===== config.mk =====
export PLATFORM = sky130hd
export DESIGN_NAME = if_prefetch_queue_flat
export DESIGN_NICKNAME = d
export VERILOG_FILES = /design/src/rtl/if_prefetch_queue_if.sv /design/src/rtl/if_prefetch_queue.sv /design/src/flat_wrapper.sv
export SDC_FILE = /design/constraint.sdc
export NUM_CORES = 1
export LEC_CHECK = 0
export ABC_AREA = 1
export CAP_MARGIN = 30
export CORE_ASPECT_RATIO = 0.6
export CORE_MARGIN = 3
export CORE_UTILIZATION = 54
export CTS_BUF_LIST = sky130_fd_sc_hd__clkbuf_8
export DETAILED_ROUTE_END_ITERATION = 6
export HOLD_SLACK_MARGIN = 0.12
export PLACE_DENSITY_LB_ADDON = 0.3
export SLEW_MARGIN = 30
export SYNTH_ARGS = -nofsm -noshare
export SYNTH_HDL_FRONTEND = slang
export SYNTH_SLANG_ARGS = --single-unit

===== constraint.sdc =====
create_clock -name clk -period 7.25 [get_ports clk]
set_input_delay 1.0875 -clock clk [delete_from_list [all_inputs] [get_ports clk]]
set_output_delay 1.0875 -clock clk [all_outputs]
set_load 0.02 [all_outputs]

===== src/rtl/if_prefetch_queue_if.sv =====
// Instruction-memory request/response bus: in-order req/gnt issue, rvalid/rdata return.
interface if_prefetch_queue_if #(
    parameter int WORD_LEN = 32
);
    logic                req;
    logic [WORD_LEN-1:0] addr;
    logic                gnt;
    logic                rvalid;
    logic [WORD_LEN-1:0] rdata;

    modport master (output req, addr, input gnt, rvalid, rdata);
    modport slave  (input req, addr, output gnt, rvalid, rdata);
endinterface


===== src/rtl/if_prefetch_queue.sv =====
// Fetch stage: credit-limited in-order instruction prefetch into a small FIFO,
// with branch redirect flushing the FIFO and discarding responses still in flight.
module if_prefetch_queue #(
    parameter int                  WORD_LEN = 32,
    parameter int                  DEPTH    = 4,
    parameter logic [WORD_LEN-1:0] RESET_PC = '0
) (
    input  logic                clk,
    input  logic                rst,
    input  logic                hazard_detected_i,
    input  logic                Br_Taken_ID_i,
    input  logic [WORD_LEN-1:0] Br_addr_ID_i,
    if_prefetch_queue_if.master imem,
    output logic [WORD_LEN-1:0] PC_IF_o,
    output logic [WORD_LEN-1:0] inst_IF_o,
    output logic                IF_valid_o,
    output logic                IF_Flush_o
);
    localparam int AW = $clog2(DEPTH);
    localparam int CW = AW + 1;

    logic [CW-1:0]       count_q, count_d, in_flight_q, in_flight_d, discard_q, discard_d;
    logic [AW-1:0]       rd_ptr_q, rd_ptr_d, wr_ptr_q, wr_ptr_d;
    logic [WORD_LEN-1:0] fetch_pc_q, fetch_pc_d, ret_pc_q, ret_pc_d;
    logic                flush_q;
    logic [WORD_LEN-1:0] pc_mem_q   [DEPTH];
    logic [WORD_LEN-1:0] inst_mem_q [DEPTH];

    logic [CW:0] used;
    logic        gnt_acc, push, pop, rsp_drop;

    // Buffered words plus outstanding requests never exceed DEPTH, so a push always has room.
    assign used       = {1'b0, count_q} + {1'b0, in_flight_q};
    assign imem.req   = rst && !Br_Taken_ID_i && (used < (CW+1)'(DEPTH));
    assign imem.addr  = fetch_pc_q;

    assign IF_valid_o = (count_q != '0) && !Br_Taken_ID_i;
    assign PC_IF_o    = pc_mem_q[rd_ptr_q];
    assign inst_IF_o  = inst_mem_q[rd_ptr_q];
    assign IF_Flush_o = flush_q;

    assign gnt_acc  = imem.req && imem.gnt;
    assign rsp_drop = imem.rvalid && (discard_q != '0);
    assign push     = imem.rvalid && (discard_q == '0) && !Br_Taken_ID_i;
    assign pop      = IF_valid_o && !hazard_detected_i;

    always_comb begin
        in_flight_d = in_flight_q + CW'(gnt_acc) - CW'(imem.rvalid);
        count_d     = count_q + CW'(push) - CW'(pop);
        rd_ptr_d    = rd_ptr_q + AW'(pop);
        wr_ptr_d    = wr_ptr_q + AW'(push);
        fetch_pc_d  = gnt_acc ? fetch_pc_q + WORD_LEN'(4) : fetch_pc_q;
        ret_pc_d    = push ? ret_pc_q + WORD_LEN'(4) : ret_pc_q;
        discard_d   = discard_q - CW'(rsp_drop);
        if (Br_Taken_ID_i) begin
            // Everything still outstanding after this cycle belongs to the old stream.
            count_d    = '0;
            rd_ptr_d   = '0;
            wr_ptr_d   = '0;
            fetch_pc_d = Br_addr_ID_i;
            ret_pc_d   = Br_addr_ID_i;
            discard_d  = in_flight_d;
        end
    end

    always_ff @(posedge clk or negedge rst) begin
        if (!rst) begin
            count_q     <= '0;
            in_flight_q <= '0;
            discard_q   <= '0;
            rd_ptr_q    <= '0;
            wr_ptr_q    <= '0;
            fetch_pc_q  <= RESET_PC;
            ret_pc_q    <= RESET_PC;
            flush_q     <= 1'b0;
        end else begin
            count_q     <= count_d;
            in_flight_q <= in_flight_d;
            discard_q   <= discard_d;
            rd_ptr_q    <= rd_ptr_d;
            wr_ptr_q    <= wr_ptr_d;
            fetch_pc_q  <= fetch_pc_d;
            ret_pc_q    <= ret_pc_d;
            flush_q     <= Br_Taken_ID_i;
        end
    end

    always_ff @(posedge clk) begin
        if (push) begin
            pc_mem_q[wr_ptr_q]   <= ret_pc_q;
            inst_mem_q[wr_ptr_q] <= imem.rdata;
        end
    end

    a_no_overflow: assert property (@(posedge clk) disable iff (!rst)
        !(push && (count_q == CW'(DEPTH))));
endmodule


===== src/flat_wrapper.sv =====
// flat-port wrapper written by rule: the top's interface ports become plain ports
module if_prefetch_queue_flat 
#(
    parameter int                  WORD_LEN = 32,
    parameter int                  DEPTH    = 4,
    parameter logic [WORD_LEN-1:0] RESET_PC = '0
)
  (clk, rst, hazard_detected_i, Br_Taken_ID_i, Br_addr_ID_i, PC_IF_o, inst_IF_o, IF_valid_o, IF_Flush_o, imem_req, imem_addr, imem_gnt, imem_rvalid, imem_rdata);
  if_prefetch_queue_if #(.WORD_LEN(WORD_LEN)) imem_i ();
  input  logic clk;
  input  logic rst;
  input  logic hazard_detected_i;
  input  logic Br_Taken_ID_i;
  input  logic [WORD_LEN-1:0] Br_addr_ID_i;
  output logic [WORD_LEN-1:0] PC_IF_o;
  output logic [WORD_LEN-1:0] inst_IF_o;
  output logic IF_valid_o;
  output logic IF_Flush_o;
  output wire logic [$bits(imem_i.req)-1:0] imem_req;
  output wire logic [$bits(imem_i.addr)-1:0] imem_addr;
  input wire logic [$bits(imem_i.gnt)-1:0] imem_gnt;
  input wire logic [$bits(imem_i.rvalid)-1:0] imem_rvalid;
  input wire logic [$bits(imem_i.rdata)-1:0] imem_rdata;
  assign imem_req = imem_i.req;
  assign imem_addr = imem_i.addr;
  assign imem_i.gnt = imem_gnt;
  assign imem_i.rvalid = imem_rvalid;
  assign imem_i.rdata = imem_rdata;
  if_prefetch_queue #(.WORD_LEN(WORD_LEN), .DEPTH(DEPTH), .RESET_PC(RESET_PC)) u_core (.clk(clk), .rst(rst), .hazard_detected_i(hazard_detected_i), .Br_Taken_ID_i(Br_Taken_ID_i), .Br_addr_ID_i(Br_addr_ID_i), .imem(imem_i), .PC_IF_o(PC_IF_o), .inst_IF_o(inst_IF_o), .IF_valid_o(IF_valid_o), .IF_Flush_o(IF_Flush_o));
endmodule

### After elaboration in Yosys (flattened, before gate mapping)

Memories as Yosys holds them, arrays and structs flattened.
Cells that the tools add are included.

| operators by class | value |
|---|---|
| add/subtract/negate cells | 10 |
| magnitude comparators | 1 |
| muxes and demuxes | 10 |
| reduce and logical (&&, ||, !) cells | 15 |

Operators by type and width:

| cell | number |
|---|---|
| 32-bit two-way mux | 4 |
| 32-bit by 3-bit adder with 32-bit output, second input constant | 2 |
| 3-bit by 1-bit subtractor with 3-bit output | 3 |
| 1-bit logical AND | 8 |
| 3-bit by 1-bit adder with 3-bit output | 2 |
| 3-bit two-way mux | 2 |
| 3-bit nonzero test | 2 |
| 2-bit by 1-bit adder with 2-bit output | 2 |
| 3-bit by 3-bit adder with 4-bit output | 1 |
| 4-bit by 3-bit less-than comparator with 1-bit output, second input constant | 1 |
| 2-bit two-way mux | 2 |
| 2-bit nonzero test | 2 |
| 3-bit zero test | 1 |
| 1-bit zero test | 2 |
| 1-bit two-way mux | 2 |

| storage, ports and cells | value |
|---|---|
| register bits after elaboration | 78 |
| RAM bits | 256 |
| bits of input ports | 70 |
| output and inout bits | 99 |
| memories | 2 |

Memory list:

| memory | depth | bits a word | read ports | clocked after memory_dff | wr ports | RTL line | RTL |
|---|---|---|---|---|---|---|---|
| u_core.inst_mem_q | 4 | 32 | 1 | 0 | 1 | if_prefetch_queue.sv:27 | `logic [WORD_LEN-1:0] inst_mem_q [DEPTH];` |
| u_core.pc_mem_q | 4 | 32 | 1 | 0 | 1 | if_prefetch_queue.sv:26 | `logic [WORD_LEN-1:0] pc_mem_q [DEPTH];` |

### Logic depth before layout (Yosys ltp)

Gate-level depths: netlist of run 1.

| depth | value |
|---|---|
| word-level depth | 7 |
| mapped depth | 13 |

### Worst setup path before layout of run 1

OpenSTA, ideal clock, no wires.

| timing | value |
|---|---|
| path kind | in2reg |
| start | input imem_rvalid |
| end | memory u_core.inst_mem_q[0][0], enable pin |
| library setup time | 565 ps |
| arrival time | 5,987 ps |
| path slack | 698 ps |
| stages on the path | 4 |
| path buffers | 0 |
| path through | nand4_1 > nor2_2 > inv_2 > nor3_1 |

| between the ends | value |
|---|---|
| cells in the longest elaborated chain, start to end | 4 |

RTL lines:

| what | RTL line | RTL |
|---|---|---|
| start: declaration | flat_wrapper.sv:22 | `input wire logic [$bits(imem_i.rvalid)-1:0] imem_rvalid;` |
| 1-bit logical AND (2 in a row) | if_prefetch_queue.sv:44 | `assign push = imem.rvalid && (discard_q == '0) && !Br_Taken_ID_i;` |
| 1-bit two-way mux | if_prefetch_queue.sv:89 | `if (push) begin` |
| 1-bit two-way mux (implied by the code) | if_prefetch_queue.sv:91 | `inst_mem_q[wr_ptr_q] <= imem.rdata;` |
| end: declaration | if_prefetch_queue.sv:27 |  |

Every way passes these cells.

### Final worst setup path of run 1

| timing | value |
|---|---|
| start | register u_core.rd_ptr_q[0] |
| end | output PC_IF_o[23] |

| between the ends | value |
|---|---|
| cells in the longest elaborated chain, start to end | 1 |

RTL lines:

| what | RTL line | RTL |
|---|---|---|
| start: declaration | if_prefetch_queue.sv:23 | `logic [AW-1:0] rd_ptr_q, rd_ptr_d, wr_ptr_q, wr_ptr_d;` |
| start signal: assignment | if_prefetch_queue.sv:80 | `rd_ptr_q <= rd_ptr_d;` |
| memory 4 x 32 bit | -- |  |
| end: declaration | flat_wrapper.sv:15 | `output logic [WORD_LEN-1:0] PC_IF_o;` |

Every way passes these cells.

==> metrics.txt, run 1 <==
status complete, no violations; CP Max Fanout 67; period utilization 64.4%; Max Transition Viols Final 0; worst-skew pair later-pin latency 0.59 ns; Fin Hold WS 0.364 ns; post-cts hold buffer count 0; area leader, netlist edfxtp_1; Max Cap Viol 0; Final Hold Viols 0; Die X-Extent 217 um; CTS tree yes; Row Count 45; Crit path arrival time 3.58 ns; Cell Chain, Critical Path clkinv_2 > buf_4 > o21ai_0 > o22ai_1 > clkdlybuf4s50_1; Remaining Overflow, GRT 0; RSZ-0062 raised after global routing no; synthesized area per cell 10.8 um^2; H-tree levels 2; Post-Synthesis Cells 1,342; I/O pin total approximately 170; Mapped Nets 1,426; Die ar. 0.0289 mm^2; share of layout cells above drive strength 1 under 10%; pin count of the biggest net entering global routing 110; Tot Pwr 4.89 mW; Clock Tree Buf Depth 3; vias in the first global route 10,047; sink count of the clock tree 334; detailed-route DRC error count 0; Max Clock Skew 0.0275 ns; Hold Path Class in2async; total track usage roughly 25%; ys flop type edfxtp_1; Die Y-Extent 133 um; routed len/inst about 18 um; ys async rst share 23.4%; #FFs+latches synth 334; Placement Cell Area around 0.016 mm^2; clock slew at reported path FFs roughly 0.070 ns; first-pass GRT wire length roughly 56,000 um; Starting Density 56.0%; post-CTS setup repair buffer count 0; Period minus WS final between 4 and 5 ns; top post-synthesis cells by area edfxtp_1 53%, dfrtp_1 13%, nand2_1 6.4%; DP HPWL roughly 22,000 um; Commonest cells post-synth 256 x edfxtp_1, 245 x nand2_1, 195 x nor2_1; 1st-iter DRT viols 1,134; area of the core 0.0258 mm^2; vias per inst 5.54; post-synth top area share a little over half; setup TNS 0 ns; CTS root buffer clkbuf_8; Leak 6.50 nW; r2r setup slk 4.34 ns; Syn-to-layout area delta 19.4%; router iterations before antenna repair 7; initial antenna violation count 0; WL final about 35,000 um; Yosys warning total 0; number of synthesized flops with an enable pin 256; CP startpoint kind register; CP endpoint kind output pin; CP max stage cell clkdlybuf4s50_1; Pwr Density 283 mW/mm^2; antenna cells 0; most frequent cell after synthesis edfxtp_1; fin area between 0.015 and 0.02 mm^2; Routed Antenna Nets 0; Synth Cell Area 0.0145 mm^2; cell family with most CP delay buffers and inverters; sequential element share of the synthesized area 66.6%; Port Buffers 168; Max Fclk 0.214 GHz; vias post-DR between 10,000 and 15,000; Worst-Margin Slew 0.967 ns; Nets between 1,500 and 2,000; critical path required time between 6 and 7 ns; Slew HR 35.5%; GPL Wtd Cong 0.955; Crit Path Category reg2out; post_cts resized 0; Peak VDD IR 0.000179 V; WP buf/inv 3; Critical Path Max Stage Delay 0.67 ns; TritonCTS buffer count 47; Unique masters post-synth 40; final setup fails 0
## registers in the layout, indices dropped and copies added (netlist names)
signal,count
u_core.count_q,3
u_core.imem.addr,32
u_core.pc_mem_q,128
u_core.discard_q,3
u_core.rd_ptr_q,2
u_core.IF_Flush_o,1
u_core.ret_pc_q,32
u_core.inst_mem_q,128
u_core.wr_ptr_q,2
u_core.in_flight_q,3
## final cells by class
class	instances	area (um^2)
inverter	93	353
multi-input combinational	859	4260
timing repair buffer	179	1760
clock inverter	38	161
sequential	334	9640
clock buffer	49	674
tap	352	440
fill	1902	8550
## cells by family (layout without fill, tap and decap cells)
| family | after synthesis | after routing | synth area share [%] |
|---|---|---|---|
| adders and majority gates | 14 | 14 | 1.31 |
| xor gates and xnor gates | 25 | 25 | 1.51 |
| AOI/OAI and AO/OA | 268 | 268 | 10.3 |
| and+or+nand+nor | 552 | 552 | 16.1 |
| buffers and inverters | 149 | 359 | 4.16 |
| DFF | 334 | 334 | 66.6 |
## power breakdown
| group | total [mW] | leakage, nW | switching, mW | internal, mW |
|---|---|---|---|---|
| combinational | 1.15 | 2.76 | 0.693 | 0.456 |
| sequential | 2.41 | 3.26 | 0.171 | 2.23 |
| clock | 1.33 | 0.481 | 0.704 | 0.631 |
| total | 4.89 | 6.50 | 1.57 | 3.32 |
## through the flow
step	setup slack (ns)	cells	util (%)
floorplan	0.698	1342	-
global placement	3.30	1817	63.6
detailed placement	3.22	1817	63.7
CTS	2.61	1904	66.9
global route	2.36	1904	66.9
finish	2.58	1904	66.9
## per-layer routing
| metal | track usage (%) | vias up | part of all wire (%) |
|---|---|---|---|
| met4 | 6.41 | 0 | 1.8 |
| met5 | 0 | - | 0 |
| met3 | 5.26 | 53 | 8.4 |
| met1 | 38.9 | 5056 | 47 |
| met2 | 34.4 | 418 | 43 |
| li1 | - | 5023 | - |
## cells in the final DEF, fill, tap and decap left out, types with 7 or more instances in the layout
cell / n
nand2_1: 245
dfrtp_1: 76
a21oi_1: 17
ha_1: 12
xor2_1: 17
xnor2_1: 8
nor2_1: 195
nor2_2: 7
inv_1: 98
clkinv_2: 9
clkbuf_8: 49
buf_4: 11
o211ai_1: 12
nand3_1: 60
edfxtp_1: 256
o21ai_0: 158
nand4_1: 13
clkdlybuf4s50_1: 166
clkinv_1: 16
o22ai_1: 64
nor2_4: 7
## path summary, 6_finish.rpt
| check | from | to | cells past startpoint |
|---|---|---|---|
| max | u_core.rd_ptr_q[0]$_DFF_PN0_ | PC_IF_o[23] | 5 |
| min | rst | u_core.imem.addr[29]$_DFFE_PN0P_ | 1 |
| max reg2reg | u_core.count_q[1]$_DFF_PN0_ | u_core.discard_q[1]$_DFF_PN0_ | 12 |
| min reg2reg | u_core.imem.addr[1]$_DFFE_PN0P_ | u_core.imem.addr[1]$_DFFE_PN0P_ | 2 |
| max in group asynchronous | rst | u_core.rd_ptr_q[0]$_DFF_PN0_ | 2 |
| min in group clk | u_core.imem.addr[1]$_DFFE_PN0P_ | u_core.imem.addr[1]$_DFFE_PN0P_ | 2 |
Note: power is estimated with default switching activity, not from simulation.
==> inputs of run 2 (changes only) <==
- clock period: 7.25 -> 4.6 ns (I/O delays scaled with it)
==> run 2 against run 1 <==
Against the previous run: clock skew shrank 0.011 ns; register-to-register slack worse by 2.4 ns; sequential cell count is the same.
==> metrics.txt, run 2 (synthesis results as in run 1) <==
status complete, no violations (unchanged); vias post-DR 10,687 (was 10,550); Detail Route met2 WL 15,800 um (was 15,100 um); detailed-route DRC error count 0 (unchanged); Hold Path Class reg2reg (was in2async); initial antenna violation count 0 (unchanged); share of layout cells above drive strength 1 7.70% (was 7.28%); cell family with most CP delay buffers and inverters (unchanged); Row Count 45 (unchanged); most frequent cells in the layout 256 x edfxtp_1, 245 x nand2_1, 195 x nor2_1 (unchanged); Die Y-Extent 133 um (unchanged); CTS tree yes (unchanged); vias per inst 5.60 (was 5.54); Port Buffers 168 (unchanged); Max Fclk 0.250 GHz; Slew HR 42.0% (was 35.5%); CP Max Fanout 59 (was 67); reg2reg end u_core.discard_q[2]$_DFF_PN0_ (was u_core.discard_q[1]$_DFF_PN0_); r2r setup slk 1.97 ns (was 4.34 ns); CP max stage cell dfrtp_4 (was clkdlybuf4s50_1); H-tree levels 2 (unchanged); TritonCTS buffer count 48 (was 47); sink count of the clock tree 334 (unchanged); I/O pin total 169 (unchanged); Leak 6.57 nW (was 6.50 nW); Regs by FF count u_core.inst_mem_q: 128 flops, u_core.pc_mem_q: 128 flops (unchanged); Max Clock Skew 0.0169 ns (was 0.0275 ns); vias in the first global route 9,898 (was 10,047); period utilization between 80 and 90%; Remaining Overflow, GRT 0 (unchanged); Fill cells 1,876 (was 1,902); total track usage 24.6% (was 24.5%); router iterations before antenna repair 5 (was 7); RSZ-0062 raised after global routing no (unchanged); Crit. path cell count 5 (unchanged); most common cell after layout, fill and taps aside edfxtp_1 (unchanged); Nets 1,609 (was 1,598); final std cells w/o fill 1,910 (was 1,904); Metal-1 WL 16,500 um (was 16,400 um); Cell Chain, Critical Path clkinv_2 > buf_12 > o21ai_0 > o22ai_1 > clkdlybuf4s50_1 (was clkinv_2 > buf_4 > o21ai_0 > o22ai_1 > clkdlybuf4s50_1); Period minus WS final 4.01 ns; WP buf/inv 3 (unchanged); area of the core 0.0258 mm^2 (unchanged); worst-skew pair later-pin latency 0.58 ns (was 0.59 ns); met3 wire len 3070 um (was 2950 um); GPL Wtd Cong 0.989 (was 0.955); utilization after layout 67.3% (was 66.9%); DP HPWL 23,000 um (was 22,300 um); Tot Pwr 7.77 mW (was 4.89 mW); critical path required time 3.91 ns (was 6.16 ns); CTS root buffer clkbuf_8 (unchanged); first-pass GRT wire length 55,900 um (was 55,800 um); clock slew at reported path FFs 0.06 ns (was 0.07 ns); antenna cells 0 (unchanged); Crit path arrival time 3.32 ns (was 3.58 ns); Die ar. 0.0289 mm^2 (unchanged); 1st-iter DRT viols 1,110 (was 1,134); Routed Antenna Nets 0 (unchanged); Clock Tree Buf Depth 3 (unchanged); WL final 35,700 um (was 35,100 um); Final Hold Viols 0 (unchanged); final setup fails 0 (unchanged); Cells after DPL 1,826 (was 1,817); reg2reg start u_core.in_flight_q[1]$_DFF_PN0_ (was u_core.count_q[1]$_DFF_PN0_); Max Cap Viol 0 (unchanged); depth of the worst hold-timing path 2; Crit Path Category reg2out (unchanged); Peak VDD IR 0.000268 V (was 0.000179 V); Worst Hold Launch u_core.imem.addr[0]$_DFFE_PN0P_; Worst-Margin Slew 0.869 ns (was 0.967 ns); crit path from u_core.rd_ptr_q[0]$_DFF_PN0_ (unchanged); CP endpoint kind output pin (unchanged); Max Transition Viols Final 0 (unchanged); CP startpoint kind register (unchanged); worst reg2reg path depth 13 (was 12); routed len/inst 18.7 um (was 18.4 um); pin count of the biggest net entering global routing 67 (was 110); Starting Density 56.0% (unchanged); Syn-to-layout area delta 20.2% (was 19.4%); Top Layer Used met4 (unchanged); post-CTS setup repair buffer count 0 (unchanged); Critical Path Max Stage Delay 0.77 ns (was 0.67 ns); crit path to inst_IF_o[10] (was PC_IF_o[23]); Die X-Extent 217 um (unchanged); Pwr Density 446 mW/mm^2 (was 283 mW/mm^2)
[run 2: worst min-delay path: stages, from the launching register on]
cell,delay [ns]
dfrtp_1,0.35
nand2_1,0.06
nand2_1,0.05
[run 2: worst min path at each step]
stage	endpoint
after detailed placement	u_core.imem.addr[1]$_DFFE_PN0P_
after CTS	u_core.imem.addr[1]$_DFFE_PN0P_
after floorplan	u_core.IF_Flush_o$_DFF_PN0_
final	u_core.imem.addr[0]$_DFFE_PN0P_
after global routing	u_core.imem.addr[1]$_DFFE_PN0P_
after global placement	u_core.imem.addr[1]$_DFFE_PN0P_
[run 2: what timing repair did]
action	4_1_cts	5_1_grt
hold endpoints to repair	22	0
hold buffers	1	0
resized for setup	0	0
[run 2: area by class of cell]
class | count | area, um^2 | share of cell area (%)
sequential | 334 | 9640 | 55.4
multi-input combinational | 859 | 4260 | 24.5
timing repair buffer | 189 | 1850 | 10.6
clock buffer | 51 | 702 | 4.03
tap | 352 | 440 | 2.53
inverter | 93 | 350 | 2.01
clock inverter | 32 | 161 | 0.928
[run 2: through the flow]
step / hold WS [ns] / cell area, um^2 / setup TNS [ns] / worst slack [ns]
2_1_floorplan: 0.394 / 14500 / -397.83 / -1.55
3_3_place_gp: 0.467 / 16500 / 0 / 1.30
3_5_place_dp: 0.463 / 16500 / 0 / 1.17
4_1_cts: 0.490 / 17400 / 0 / 0.535
5_1_grt: 0.514 / 17400 / 0 / 0.375
6_report: 0.494 / 17400 / 0 / 0.594
[run 2: power by group]
part	internal (mW)	total (mW)	switching, mW
logic	0.731	1.80	1.07
clock network	1.08	2.16	1.08
registers	3.52	3.81	0.289
[run 2: metal layers]
metal,vias up,global-route usage (%)
met2,446,35.3
met4,0,5.32
li1,5050,-
met5,-,0
met3,32,5.51
met1,5159,38.6
==> inputs of run 3 (changes only) <==
- SETUP_SLACK_MARGIN: default -> 0.2
==> results of run 3 <==
No change in the layout: final DEF, timing and power equal those of run 2.
